<file path="config.mk">
export PLATFORM = sky130hd
export DESIGN_NAME = dmem_arbiter_flat
export DESIGN_NICKNAME = d
export VERILOG_FILES = /design/src/rtl/dmem_arbiter_if.sv /design/src/rtl/dmem_arbiter.sv /design/src/flat_wrapper.sv
export SDC_FILE = /design/constraint.sdc
export NUM_CORES = 1
export LEC_CHECK = 0
export ABC_AREA = 1
export CAP_MARGIN = 15
export CORE_UTILIZATION = 27
export CTS_BUF_LIST = sky130_fd_sc_hd__clkbuf_2
export CTS_CLUSTER_DIAMETER = 150
export DETAILED_ROUTE_END_ITERATION = 8
export PLACE_DENSITY = 0.54
export SLEW_MARGIN = 20
export SYNTH_ARGS = -nofsm -noshare
export SYNTH_HDL_FRONTEND = slang
export SYNTH_SLANG_ARGS = --single-unit
</file>
<file path="constraint.sdc">
create_clock -name clk -period 6.41 [get_ports clk]
set_clock_uncertainty 0.15 [all_clocks]
set_input_delay 1.282 -clock clk [delete_from_list [all_inputs] [get_ports clk]]
set_output_delay 1.282 -clock clk [all_outputs]
set_load 0.03 [all_outputs]
</file>
<file path="src/rtl/dmem_arbiter_if.sv">
// Bus bundle between the two data-memory requesters, the arbiter and the
// shared single-ported memory (including the address/write-data mux select).
interface dmem_arbiter_if;
    logic        a_req;
    logic        a_we;
    logic [31:0] a_addr;
    logic [31:0] a_wdata;
    logic        a_done;
    logic [31:0] a_rdata;

    logic        b_req;
    logic        b_we;
    logic [31:0] b_addr;
    logic [31:0] b_wdata;
    logic        b_done;
    logic [31:0] b_rdata;

    logic        mux_sel;
    logic        mem_en;
    logic        mem_we;
    logic [31:0] mem_addr;
    logic [31:0] mem_wdata;
    logic [31:0] mem_rdata;
    logic        busy;

    // arbiter side
    modport slave (
        input  a_req, a_we, a_addr, a_wdata,
        input  b_req, b_we, b_addr, b_wdata,
        input  mem_rdata,
        output a_done, a_rdata, b_done, b_rdata,
        output mux_sel, mem_en, mem_we, mem_addr, mem_wdata, busy
    );

    // requester / memory side
    modport master (
        output a_req, a_we, a_addr, a_wdata,
        output b_req, b_we, b_addr, b_wdata,
        output mem_rdata,
        input  a_done, a_rdata, b_done, b_rdata,
        input  mux_sel, mem_en, mem_we, mem_addr, mem_wdata, busy
    );
endinterface

</file>
<file path="src/rtl/dmem_arbiter.sv">
// Round-robin arbiter sharing one data memory between port A (CPU) and port B
// (DMA/debug); each access is a fixed MEM_LAT-cycle transaction.
module dmem_arbiter #(
    parameter int MEM_LAT = 2,
    parameter int CNT_W   = 4
) (
    input  logic           clk,
    input  logic           rst,
    dmem_arbiter_if.slave  bus
);

    localparam logic [1:0] IDLE = 2'd0;
    localparam logic [1:0] BUSY = 2'd1;
    localparam logic [1:0] DONE = 2'd2;

    logic [1:0]       state;
    logic [CNT_W-1:0] cnt;
    logic             last_grant;
    logic             grant_a;
    logic             grant_b;

    logic             mux_sel;
    logic             mem_en;
    logic             mem_we;
    logic [31:0]      mem_addr;
    logic [31:0]      mem_wdata;
    logic             a_done;
    logic             b_done;
    logic [31:0]      a_rdata;
    logic [31:0]      b_rdata;

    // last_grant=1 means A was served last, so B wins the next tie
    always_comb begin
        grant_a = bus.a_req & (~bus.b_req | ~last_grant);
        grant_b = bus.b_req & ~grant_a;
    end

    always_ff @(posedge clk or posedge rst) begin
        if (rst) begin
            state      <= IDLE;
            cnt        <= '0;
            last_grant <= 1'b0;
            mux_sel    <= 1'b0;
            mem_en     <= 1'b0;
            mem_we     <= 1'b0;
            mem_addr   <= '0;
            mem_wdata  <= '0;
            a_done     <= 1'b0;
            b_done     <= 1'b0;
            a_rdata    <= '0;
            b_rdata    <= '0;
        end else begin
            case (state)
                IDLE: begin
                    a_done <= 1'b0;
                    b_done <= 1'b0;
                    if (grant_a) begin
                        mem_addr   <= bus.a_addr;
                        mem_wdata  <= bus.a_wdata;
                        mem_we     <= bus.a_we;
                        mux_sel    <= 1'b1;
                        mem_en     <= 1'b1;
                        cnt        <= CNT_W'(MEM_LAT - 1);
                        last_grant <= 1'b1;
                        state      <= BUSY;
                    end else if (grant_b) begin
                        mem_addr   <= bus.b_addr;
                        mem_wdata  <= bus.b_wdata;
                        mem_we     <= bus.b_we;
                        mux_sel    <= 1'b0;
                        mem_en     <= 1'b1;
                        cnt        <= CNT_W'(MEM_LAT - 1);
                        last_grant <= 1'b0;
                        state      <= BUSY;
                    end else begin
                        mem_en <= 1'b0;
                        mem_we <= 1'b0;
                    end
                end
                BUSY: begin
                    if (cnt != '0) begin
                        cnt <= cnt - CNT_W'(1);
                    end else begin
                        // mem_rdata is valid in this last BUSY cycle
                        if (!mem_we) begin
                            if (mux_sel) a_rdata <= bus.mem_rdata;
                            else         b_rdata <= bus.mem_rdata;
                        end
                        a_done <= mux_sel;
                        b_done <= ~mux_sel;
                        mem_en <= 1'b0;
                        mem_we <= 1'b0;
                        state  <= DONE;
                    end
                end
                DONE: begin
                    a_done <= 1'b0;
                    b_done <= 1'b0;
                    state  <= IDLE;
                end
                default: begin
                    a_done <= 1'b0;
                    b_done <= 1'b0;
                    mem_en <= 1'b0;
                    mem_we <= 1'b0;
                    state  <= IDLE;
                end
            endcase
        end
    end

    assign bus.mux_sel   = mux_sel;
    assign bus.mem_en    = mem_en;
    assign bus.mem_we    = mem_we;
    assign bus.mem_addr  = mem_addr;
    assign bus.mem_wdata = mem_wdata;
    assign bus.a_done    = a_done;
    assign bus.b_done    = b_done;
    assign bus.a_rdata   = a_rdata;
    assign bus.b_rdata   = b_rdata;
    assign bus.busy      = (state != IDLE);

endmodule
</file>
<file path="src/flat_wrapper.sv">
// flat-port wrapper written by rule: the top's interface ports become plain ports
module dmem_arbiter_flat 
#(
    parameter int MEM_LAT = 2,
    parameter int CNT_W   = 4
)
  (clk, rst, bus_a_req, bus_a_we, bus_a_addr, bus_a_wdata, bus_b_req, bus_b_we, bus_b_addr, bus_b_wdata, bus_mem_rdata, bus_a_done, bus_a_rdata, bus_b_done, bus_b_rdata, bus_mux_sel, bus_mem_en, bus_mem_we, bus_mem_addr, bus_mem_wdata, bus_busy);
  dmem_arbiter_if bus_i ();
  input  logic clk;
  input  logic rst;
  input wire logic [$bits(bus_i.a_req)-1:0] bus_a_req;
  input wire logic [$bits(bus_i.a_we)-1:0] bus_a_we;
  input wire logic [$bits(bus_i.a_addr)-1:0] bus_a_addr;
  input wire logic [$bits(bus_i.a_wdata)-1:0] bus_a_wdata;
  input wire logic [$bits(bus_i.b_req)-1:0] bus_b_req;
  input wire logic [$bits(bus_i.b_we)-1:0] bus_b_we;
  input wire logic [$bits(bus_i.b_addr)-1:0] bus_b_addr;
  input wire logic [$bits(bus_i.b_wdata)-1:0] bus_b_wdata;
  input wire logic [$bits(bus_i.mem_rdata)-1:0] bus_mem_rdata;
  output wire logic [$bits(bus_i.a_done)-1:0] bus_a_done;
  output wire logic [$bits(bus_i.a_rdata)-1:0] bus_a_rdata;
  output wire logic [$bits(bus_i.b_done)-1:0] bus_b_done;
  output wire logic [$bits(bus_i.b_rdata)-1:0] bus_b_rdata;
  output wire logic [$bits(bus_i.mux_sel)-1:0] bus_mux_sel;
  output wire logic [$bits(bus_i.mem_en)-1:0] bus_mem_en;
  output wire logic [$bits(bus_i.mem_we)-1:0] bus_mem_we;
  output wire logic [$bits(bus_i.mem_addr)-1:0] bus_mem_addr;
  output wire logic [$bits(bus_i.mem_wdata)-1:0] bus_mem_wdata;
  output wire logic [$bits(bus_i.busy)-1:0] bus_busy;
  assign bus_i.a_req = bus_a_req;
  assign bus_i.a_we = bus_a_we;
  assign bus_i.a_addr = bus_a_addr;
  assign bus_i.a_wdata = bus_a_wdata;
  assign bus_i.b_req = bus_b_req;
  assign bus_i.b_we = bus_b_we;
  assign bus_i.b_addr = bus_b_addr;
  assign bus_i.b_wdata = bus_b_wdata;
  assign bus_i.mem_rdata = bus_mem_rdata;
  assign bus_a_done = bus_i.a_done;
  assign bus_a_rdata = bus_i.a_rdata;
  assign bus_b_done = bus_i.b_done;
  assign bus_b_rdata = bus_i.b_rdata;
  assign bus_mux_sel = bus_i.mux_sel;
  assign bus_mem_en = bus_i.mem_en;
  assign bus_mem_we = bus_i.mem_we;
  assign bus_mem_addr = bus_i.mem_addr;
  assign bus_mem_wdata = bus_i.mem_wdata;
  assign bus_busy = bus_i.busy;
  dmem_arbiter #(.MEM_LAT(MEM_LAT), .CNT_W(CNT_W)) u_core (.clk(clk), .rst(rst), .bus(bus_i));
endmodule
</file>
==> results.cfg, run 1 <==
[detailed_routing]
avgRoutedWirePerCell_um = 14.4
antenna_left = 0
num_vias = 5935
dr.pass1.iters = 6
wl_um = 20100
vias_per_cell = 4.26
drc = 1
initialDrtViolationCount = 263

[timing]
relSlewSlack_pct = 40.5
hold_viol = 0
period_share_pct = 55.3
rsz0062_at_grt = no
tns_ps = 0
setup_violations = 0
worst_pin_slew_ps = 892
slew_viol_final = 0
min_period_ps = 3550
max_freq_ghz = 0.282

[floorplan]
rows = 54
ios = 300
start_util_pct = 27.9
dieArea_mm2 = 0.0235
core_mm2 = 0.0221
die_w_um = 153
die_h_um = 153

[clock_tree]
cts_setup_buffers = 0
cts_max_path_buffers = 2
cts_buffers = 17
root_buffer = clkbuf_2
cts_resized = 0
path_clk_slew_ps = 210
cts_sinks = 139
cts_tree = yes
cts_max_level = 4
insertion_delay_ps = 650
ctsHoldBuffers = 0

[synthesis]
async_reset_ff_share_pct = 100
synth_cell_types = 20
synth_common_cells = nand2_1 (561), dfrtp_1 (139), nand3_1 (35), buf_2 (23), clkbuf_1 (10)
synth_edf_count = 0
synth-seq-area-share_pct = 56.4
synth_area_mm2 = 0.00617
postSynthAreaPerCell_um2 = 7.58
synthFlopType = dfrtp_1
synth_seq_cells = 139
synth.top_cell.area_share_pct = 56.4
synth_most_common_cell = nand2_1
syn-num-nets = 982
netlist_instances = 814
synth_top_cell_by_area = dfrtp_1
synth_area_leaders = dfrtp_1 (56%), nand2_1 (34%), nand3_1 (2.8%), buf_2 (1.9%), buf_4 (0.73%)
synth_warnings = 0

[pwr]
power_density_mw_per_mm2 = 509
p_leak_nw = 4.84
vdd_drop_max_uv = 178

[layout]
drive_above_1_share_pct = 4.59
multi_input_area_mm2 = 0.00246
post_layout_nonfiller_instances = 1393
area_growth_pct = 56.1
fin_nets = 1268
regArea_mm2 = 0.00348
fillerInstances = 2297

[place]
io_buffers = 299
finalWeightedCongestion = 0.738
hpwl_um = 14000
dpl.cell_count = 1361

[setup_path]
r2r_slack_ps = 4040
r2r-start = u_core.cnt[0]
start_kind = register
r2r-end = u_core.bus.a_rdata[8]
crit_start = u_core.state[0]
cp.required_ps = 4980
endpoint = bus_busy
worst-path-max-fanout = 3
worstRegToRegCells = 8
cp.arrival_ps = 2110
criticalPathCategory = register to output pin
end_kind = output pin

[global_routing]
overflow = 0
antenna_found_initial = 1
grt_pass1_wl_um = 32200
grt_usage_pct = 17.5
grt_max_degree = 70
first_global_vias = 5933

[run_status]
violations = DRC
outcome = finished, violations left

[run]
cap_viol_max_count = 0

[hold_path]
hold_class = register to register
-- final cells by class --
type | count | area share (%)
clock buffers | 17 | 0.883
well taps | 280 | 3.64
diodes | 1 | 0.0260
inverters | 11 | 0.493
clock inverters | 14 | 1.52
multi-input cells | 623 | 25.6
repair buffers | 308 | 31.8
flip-flops and latches | 139 | 36.1
-- power by group --
part / internal [mW] / switching, mW / leakage [nW]
clock: 0.177 / 0.343 / 0.136
combinational: 1.07 / 1.77 / 2.99
sequential: 1.30 / 0.239 / 1.71
-- metal layers --
layer  vias up  wire length (um)  track usage [%]
met5         -                 0                0
met3        10              1860             6.66
met2       225              9010             27.7
met1      2658              9010             22.5
li1       3042                 -                -
met4         0               182             4.04
-- state kept, by name, indices dropped and copies added (netlist names) --
name / count
u_core.cnt: 4
u_core.state: 2
u_core.bus.mem_wdata: 32
u_core.bus.a_rdata: 32
u_core.bus.mem_we: 1
u_core.bus.a_done: 1
u_core.bus.b_done: 1
u_core.bus.mem_en: 1
u_core.bus.b_rdata: 32
u_core.bus.mem_addr: 32
u_core.last_grant: 1
-- worst min path at each step --
| stage | end | startpoint | depth (start not counted) |
|---|---|---|---|
| CTS | u_core.bus.b_rdata[23] | u_core.bus.b_rdata[23] | 2 |
| global placement | u_core.bus.b_rdata[18] | u_core.bus.b_rdata[18] | 2 |
| global route | u_core.bus.b_rdata[23] | u_core.bus.b_rdata[23] | 2 |
| floorplan | u_core.cnt[3] | u_core.cnt[3] | 2 |
| detailed placement | u_core.bus.b_rdata[23] | u_core.bus.b_rdata[23] | 2 |
| finish | u_core.bus.b_rdata[23] | u_core.bus.b_rdata[23] | 2 |
-- metrics by stage --
step	util [%]	instance area (um^2)	setup WS [ps]	power, mW	hold slack (ps)
after detailed placement	42.5	9400	3030	4.44	307
final	43.6	9640	2860	4.90	346
after floorplan	-	6170	1250	3.18	353
after global placement	42.5	9400	3070	4.43	302
after global routing	43.6	9640	2700	5.26	365
after CTS	43.6	9630	2720	4.98	353
-- critical path, stage by stage (launching register included) --
cell and delay, ps:
dfrtp_1 460, nor2_1 280, inv_1 100, clkdlybuf4s50_1 620
-- logic make-up (layout without fill, tap and decap cells) --
family,after synthesis,count (layout),synth area share [%]
flops,139,139,56.4
other cells,0,1,0
buf+inv,52,350,3.99
fa+ha+maj,2,2,0.405
compound gates,11,11,0.994
xor+xnor,1,1,0.142
simple gates,609,609,38.1
-- cells in the final DEF, fill, tap and decap left out, drive strengths merged --
cell	instances
a21oi	1
buf	9
bufinv	2
clkbuf	17
clkdlybuf4s50	299
clkinv	8
clkinvlp	3
dfrtp	139
diode	1
ha	2
inv	12
nand2	563
nand3	35
nand4	1
nor2	9
nor3	1
o21ai	9
o31ai	1
xor2	1
No activity file was read; power rests on OpenSTA's default activity.
==> inputs of run 2 (changes only) <==
==> constraint.sdc (replaced) <==
create_clock -name clk -period 3.6 [get_ports clk]
set_clock_uncertainty 0.15 [all_clocks]
set_input_delay 0.72 -clock clk [delete_from_list [all_inputs] [get_ports clk]]
set_output_delay 0.72 -clock clk [all_outputs]
set_load 0.03 [all_outputs]
==> results.cfg, run 2 (same netlist as run 1, synthesis figures left out) <==
[detailed_routing]
avgRoutedWirePerCell_um = 14.7
wl_um = 20600
antenna_left = 0
num_vias = 5999
vias_per_cell = 4.29
drc = 0
initialDrtViolationCount = 276
dr.pass1.iters = 4

[clock_tree]
cts_tree = yes
cts_max_path_buffers = 2
cts_resized = 0
cts_setup_buffers = 0
insertion_delay_ps = 670
cts_max_level = 4
path_clk_slew_ps = 230
ctsHoldBuffers = 0
root_buffer = clkbuf_2
cts_sinks = 139
cts_buffers = 17

[global_routing]
antenna_found_initial = 1
grt_pass1_wl_um = 32800
first_global_vias = 6004
grt_usage_pct = 17.9
grt_max_degree = 68
overflow = 0

[layout]
fillerInstances = 2292
fin_nets = 1274
area_growth_pct = 57.5
multi_input_area_mm2 = 0.00246
fin_area_mm2 = 0.00972
final_common_cell = nand2_1
final_cell_mix = nand2_1 (560), clkdlybuf4s50_1 (299), dfrtp_1 (139)
regArea_mm2 = 0.00348
drive_above_1_share_pct = 5.09

[timing]
rsz0062_at_grt = no
slew_viol_final = 0
relSlewSlack_pct = 51.8
max_freq_ghz = 0.336
worst_pin_slew_ps = 721
min_period_ps = 2970
tns_ps = 0
period_share_pct = 82.6
setup_violations = 0
hold_viol = 0

[run]
cap_viol_max_count = 0

[setup_path]
start_kind = register
cp_cell_sequence = nor2_1 > inv_1 > clkdlybuf4s50_1
critical-path-max-stage-delay_ps = 620
crit_slowest_cell = clkdlybuf4s50_1
end_kind = output pin
cp.arrival_ps = 2100
worst-path-max-fanout = 2
criticalPathCategory = register to output pin
cp.required_ps = 2730

[floorplan]
core_mm2 = 0.0221
die_h_um = 153
ios = 300
dieArea_mm2 = 0.0235
rows = 54
start_util_pct = 27.9
die_w_um = 153

[pwr]
p_leak_nw = 4.87
power_density_mw_per_mm2 = 903
vdd_drop_max_uv = 283

[place]
finalWeightedCongestion = 0.776
hpwl_um = 14600
io_buffers = 299
placed_area_mm2 = 0.00948

[hold_path]
hold_class = primary input to async pin

[run_status]
outcome = complete, no violations
## run 2: where the power goes
part / internal [mW] / switching [mW] / leakage (nW)
registers: 2.32 / 0.432 / 1.71
logic: 1.94 / 3.16 / 3.03
clock network: 0.327 / 0.616 / 0.135
## run 2: through the flow
step | cells | hold slack [ps] | setup slack [ps] | total power [mW] | util, %
CTS | 1399 | 235 | 500 | 8.91 | 44.0
detailed placement | 1367 | 308 | 862 | 7.93 | 42.9
floorplan | 814 | 353 | 995 | 5.66 | -
global placement | 1367 | 303 | 890 | 7.91 | 42.9
global route | 1400 | 263 | 408 | 9.39 | 44.0
finish | 1400 | 315 | 626 | 8.78 | 44.0
## run 2: layout make-up
class                      instances  area share (%)
inverter                          11           0.463
timing repair buffer             314            32.3
tap                              280            3.60
antenna                            1          0.0257
clock inverter                    13            1.47
multi-input combinational        623            25.4
sequential                       139            35.8
clock buffer                      19           0.978
## run 2: worst max-delay path: cells and delay by family (launching register included)
kind | cells | cell delay [ps]
buffers and inverters | 2 | 720
DFF | 1 | 430
and+or+nand+nor | 1 | 280
## run 2: worst paths after layout
| path | start | to | slack [ps] | depth (start not counted) |
|---|---|---|---|---|
| max | u_core.state[1] | bus_busy | 630 | 3 |
| min reg2reg | u_core.bus.b_rdata[21] | u_core.bus.b_rdata[21] | 350 | 2 |
| max in group asynchronous | rst | u_core.bus.b_rdata[19] | 2310 | 3 |
| min | rst | u_core.bus.mem_wdata[7] | 320 | 2 |
| max reg2reg | u_core.cnt[0] | u_core.bus.a_rdata[8] | 1420 | 9 |
| min in group clk | u_core.bus.b_rdata[21] | u_core.bus.b_rdata[21] | 350 | 2 |
## run 2: metal layers
layer | part of all wire, % | vias up | GRT usage, %
li1 | - | 3050 | -
met1 | 44 | 2700 | 22.6
met2 | 46 | 235 | 28.9
met3 | 8.6 | 14 | 6.49
met4 | 1.3 | 0 | 4.76
met5 | 0 | - | 0
